File: src/rtl/pc_fetch_ctrl.sv
// ---------------------------------------------------------------------------
// pc_fetch_ctrl
//
// Instruction fetch controller. It owns the program counter and runs a
// four-state machine: RST -> FETCH (request) -> WAIT (await read data)
// -> HOLD (offer the instruction to decode) -> FETCH ...
// A resolved redirect overrides the sequential pc+4 in every state, and
// any read data still in flight when a redirect arrives is discarded.
//
// Optional feature (compile-time macro):
//   PC_FETCH_MISALIGN_TRAP_EN  defined   : a redirect whose target has
//                                          bits [1:0] != 0 loads TRAP_VEC
//                                          and pulses trap for one cycle.
//                              undefined : target bits [1:0] are forced
//                                          to 0 and trap stays low.
//
// Parameters:
//   mode      width of pc, fetch address and redirect target
//   RESET_PC  first fetch address
//   TRAP_VEC  misaligned-redirect target
//
// Ports:
//   clk, rst_n               clock (rising edge), async active-low reset
//   imem_req, imem_addr      fetch request and address (held until grant)
//   imem_gnt                 memory accepts the request this cycle
//   imem_rvalid, imem_rdata  returned instruction word
//   if_valid, if_instr,      instruction offered to decode, with its pc
//   if_pc
//   if_ready                 decode consumes the offered instruction
//   redir_valid, redir_pc    taken branch/jump and its target
//   trap                     one-cycle pulse on a misaligned redirect
// ---------------------------------------------------------------------------
module pc_fetch_ctrl #(
  parameter int                mode     = 32,
  parameter logic [mode-1:0]   RESET_PC = mode'(32'h0000_0000),
  parameter logic [mode-1:0]   TRAP_VEC = mode'(32'h0000_0100)
) (
  input  logic            clk,
  input  logic            rst_n,
  output logic            imem_req,
  output logic [mode-1:0] imem_addr,
  input  logic            imem_gnt,
  input  logic            imem_rvalid,
  input  logic [31:0]     imem_rdata,
  output logic            if_valid,
  output logic [31:0]     if_instr,
  output logic [mode-1:0] if_pc,
  input  logic            if_ready,
  input  logic            redir_valid,
  input  logic [mode-1:0] redir_pc,
  output logic            trap
);

`ifdef PC_FETCH_MISALIGN_TRAP_EN
  localparam bit TRAP_EN = 1'b1;
`else
  localparam bit TRAP_EN = 1'b0;
`endif

  localparam logic [31:0] NOP = 32'h0000_0013;

  typedef enum logic [1:0] {
    RST   = 2'd0,
    FETCH = 2'd1,
    WAIT  = 2'd2,
    HOLD  = 2'd3
  } state_t;

  state_t          state_q, state_d;
  logic [mode-1:0] pc_q, pc_d;
  logic            kill_q, kill_d;
  logic            capture;
  logic            trap_q;

  // Target actually loaded on a redirect: misaligned targets either trap
  // or are silently aligned down, depending on the build.
  function automatic logic [mode-1:0] redir_target(input logic [mode-1:0] tgt);
    if (TRAP_EN && (tgt[1:0] != 2'b00)) return TRAP_VEC;
    return {tgt[mode-1:2], 2'b00};
  endfunction

  always_comb begin
    state_d  = state_q;
    pc_d     = pc_q;
    kill_d   = kill_q;
    capture  = 1'b0;
    imem_req = 1'b0;
    if_valid = 1'b0;

    case (state_q)
      RST: state_d = FETCH;

      FETCH: begin
        imem_req = 1'b1;
        if (imem_gnt) begin
          state_d = WAIT;
          // A grant that coincides with a redirect still owes us a
          // response; mark it so WAIT throws it away.
          kill_d  = redir_valid;
        end
      end

      WAIT: begin
        if (redir_valid) kill_d = 1'b1;
        if (imem_rvalid) begin
          kill_d  = 1'b0;
          state_d = FETCH;
          if (!kill_q && !redir_valid) begin
            capture = 1'b1;
            state_d = HOLD;
          end
        end
      end

      HOLD: begin
        if_valid = 1'b1;
        if (if_ready) begin
          pc_d    = pc_q + mode'(4);
          state_d = FETCH;
        end
      end

      default: state_d = RST;
    endcase

    // Redirect wins over everything above, in every state.
    if (redir_valid) begin
      pc_d     = redir_target(redir_pc);
      if_valid = 1'b0;
      if (state_q == HOLD) state_d = FETCH;
    end
  end

  always_ff @(posedge clk or negedge rst_n) begin
    if (!rst_n) begin
      state_q  <= RST;
      pc_q     <= RESET_PC;
      kill_q   <= 1'b0;
      trap_q   <= 1'b0;
      if_instr <= NOP;
      if_pc    <= RESET_PC;
    end else begin
      state_q <= state_d;
      pc_q    <= pc_d;
      kill_q  <= kill_d;
      trap_q  <= TRAP_EN && redir_valid && (redir_pc[1:0] != 2'b00);
      if (capture) begin
        if_instr <= imem_rdata;
        if_pc    <= pc_q;
      end
    end
  end

  assign imem_addr = pc_q;
  assign trap      = trap_q;

endmodule
File: config.mk
export PLATFORM = sky130hd
export DESIGN_NAME = pc_fetch_ctrl
export DESIGN_NICKNAME = d
export VERILOG_FILES = /design/src/rtl/pc_fetch_ctrl.sv
export SDC_FILE = /design/constraint.sdc
export NUM_CORES = 1
export LEC_CHECK = 0
export ABC_AREA = 1
export CORE_ASPECT_RATIO = 0.7
export CORE_UTILIZATION = 50
export DETAILED_ROUTE_END_ITERATION = 10
export DONT_BUFFER_PORTS = 1
export PLACE_DENSITY = 0.66
export RECOVER_POWER = 100
export SKIP_LAST_GASP = 1
export SYNTH_ARGS = -nofsm -noshare
export SYNTH_HDL_FRONTEND = slang
export SYNTH_SLANG_ARGS = --single-unit
File: constraint.sdc
create_clock -name clk -period 3.2 [get_ports clk]
set_input_delay 0.96 -clock clk [delete_from_list [all_inputs] [get_ports clk]]
set_output_delay 0.96 -clock clk [all_outputs]
set_load 0.03 [all_outputs]
==> results by group <==
Die
  • Initial Util: 52.9%
  • Die height: 82.0 µm
  • FP Rows: 28
  • IO Count: 169
  • Die area: 9550 µm²
  • Core outline area: 8650 µm²
  • Width of the die: 116 µm

STA
  • Worst Clk Skew: 0.00703 ns
  • Worst-Margin Slew: 1.43 ns
  • Slew HR: 4.42%
  • Total negative slack: 0 ns
  • Final period util: 77.4%
  • Hold slack: 0.307 ns
  • Slew Viols, Final: 0
  • Endpoints failing setup: 0
  • Min cycle time layout: 2.48 ns
  • Maximum clock rate: 404 MHz
  • RSZ-0062 raised after global routing: false
  • Hold Fails Final Rpt: 0

Clock tree
  • # H-tree levels: 3
  • Clock-pin slew on the worst setup and hold paths: 0.07 ns
  • CTS tree: done
  • Post-CTS Setup Repair Bufs: 0
  • Clock sinks: 95
  • Clk Latency, worst-skew pair: 0.34 ns
  • CTS Buffer Depth: 2
  • Root buf cell: clkbuf_16
  • Post-cts sizing count: 0
  • Number of CTS-inserted buffers: 9
  • # hold bufs at CTS: 0

Pwr
  • Switching share of power: 46.9%
  • Sequential share of power: 62.7%
  • Pwr dens: 970 nW/µm²
  • Psw: 0.00224 W
  • Clock power frac: 22.0%
  • Leakage: 2.49 nW
  • VDD IR-drop max: 571 µV
  • Comb pwr share: 15.3%
  • Internal cell power: 0.00254 W

Worst setup path
  • CP Launch Type: primary input
  • Reg2reg path depth: 6
  • Critical Path End Type: flip-flop
  • RR Startpoint: state_q[0]
  • R2R Setup Slk: 0.86 ns
  • CP Max Fanout: 36
  • WP data required: 3.47 ns
  • WP data arrival: 2.75 ns
  • FF-to-FF End: if_instr[28]
  • Worst Setup Path Type: in2reg

Yosys
  • Post-synth top flop: dfrtp_1
  • Post-synthesis sequential area ratio: 52.0%
  • #FFs+latches synth: 95
  • Distinct cell type count of the synthesized netlist: 27
  • Top post-synthesis cells by count: nand2_1 (263), dfrtp_1 (92), nor2_1 (53)
  • Synth area leader: dfrtp_1
  • Number of synthesis warnings: 0
  • Most common cell in the netlist: nand2_1
  • Cell area after synthesis: 4580 µm²
  • Cell count after synthesis: 604
  • Post-synth EDFFs: 0
  • Ys async rst share: 100%
  • Syn avg cell area: 7.58 µm²
  • Area contributors post-synth: dfrtp_1 (50%), nand2_1 (22%), nor2_1 (4.3%)
  • Area share of the leading cell type in the synthesized netlist: 50.3%

Placement
  • Routability Congestion: 0.872
  • Placed inst area: 4660 µm²
  • DP Cell Count: 708
  • DP HPWL: 8480 µm
  • Port-buffer cells: 0

Final layout
  • Reg area: 2380 µm²
  • Multi-input gate area: 1880 µm²
  • Layout cells sized above 1: 2.82%
  • Fill cells: 849
  • Layout area overhead: 7.55%
  • Antenna cells: 0
  • Finished Layout Cells: 723
  • Nets: 670
  • Final Core Density: 56.9%
  • Finished Cell Area: 4920 µm²

Route
  • DR WL/cell: 16.3 µm
  • Pre-Repair DR Iteration Count: 5
  • DRC Markers: 0
  • Final wirelength: 11800 µm
  • Vias per cell: 5.27
  • Initial drt markers: 239
  • Final ANT Viol Nets: 0
  • Vias: 3811

Global route
  • GRT Util Overall: 25.7%
  • Vias in the first global route: 3581
  • Initial antenna violation count: 0
  • Largest net degree at the start of global routing: 96
  • First-pass GRT wire length: 18200 µm
  • Remaining global-route overflow: 0

Run
  • Number of max-cap violations: 0

Min path
  • Hold Crit Class: in2async

Outcome
  • Status: complete, no violations
[flip-flops by register name (all words and copies together) (netlist names)]
signal     flops
if_pc         30
kill_q         1
state_q        2
if_instr      32
imem_addr     30
[cell type report]
class                   instances  area share, %
repair buffers                  5          0.610
clock buffers                  10           4.65
multi-input cells             437           38.2
inverters                      51           3.89
well taps                     120           3.05
clock inverters                 5           1.22
flip-flops and latches         95           48.4
[power by group through the flow]
stage	clock, W	sequential [W]	combinational (W)
after global placement	0	0.00302	0.000707
after CTS	0.00107	0.00301	0.000757
after detailed placement	0	0.00303	0.000755
after floorplan	0	0.00289	0.000624
after global routing	0.00112	0.00307	0.000879
final	0.00105	0.00300	0.000728
[per-layer routing]
layer | wire length (µm) | vias to the layer above | track usage, %
met2 | 5190 | 146 | 38.9
met5 | 0 | - | 0
met1 | 5420 | 1798 | 35.9
li1 | - | 1858 | -
met3 | 1060 | 9 | 8.19
met4 | 96 | 0 | 5.90
[cells by family after synthesis]
group | after synthesis | share of synthesized area, %
buffers and inverters | 76 | 6.89
adder cells (fa/ha/maj) | 1 | 0.273
XOR/XNOR | 11 | 2.10
AO/OA/AOI/OAI | 65 | 8.01
AND/OR/NAND/NOR | 355 | 30.6
flip-flops | 95 | 52.0
other | 1 | 0.0819
[cells in the final DEF (no fill, tap or decap)]
cell type	synthesis	routed
nor3_1	2	2
conb_1	1	5
a21oi_1	7	7
bufinv_16	0	1
o21ai_0	21	40
nand2_1	263	263
nor2_1	53	53
o211ai_1	5	5
clkinv_2	0	1
inv_1	49	50
nand3_1	33	33
o21ai_1	20	1
ha_1	1	1
a31oi_1	2	2
dfstp_1	0	3
and2_1	1	1
a22oi_1	1	1
o311ai_0	1	1
xor2_1	11	11
nor4_1	0	1
clkbuf_16	0	9
clkinv_4	0	2
clkinv_1	1	1
nand4_1	2	2
clkbuf_1	16	3
o21bai_1	8	8
buf_4	5	3
clkinvlp_4	0	1
dfrtp_1	92	92
[worst max path at each step]
| stage | depth (start not counted) | endpoint | from |
|---|---|---|---|
| 2_1_floorplan | 4 | if_valid | redir_valid |
| 3_3_place_gp | 5 | state_q[1] | imem_rvalid |
| 3_5_place_dp | 6 | if_pc[7] | imem_rvalid |
| 4_1_cts | 1 | if_valid | redir_valid |
| 5_1_grt | 5 | if_instr[28] | imem_rvalid |
| 6_report | 4 | if_instr[28] | redir_valid |
[through the flow]
| stage | total power, W | setup WS, ns |
|---|---|---|
| 4_1_cts | 0.00485 | 0.820 |
| 2_1_floorplan | 0.00352 | 0.297 |
| 6_report | 0.00477 | 0.723 |
| 3_5_place_dp | 0.00379 | 0.751 |
| 3_3_place_gp | 0.00373 | 0.815 |
| 5_1_grt | 0.00507 | 0.481 |
[worst max-delay path, cell delays in order]
cell and delay (ns):
nor4_1 0.40, clkbuf_1 1.09, nand2_1 0.14, nand2_1 0.14
Power figures use the tool's default switching activity.
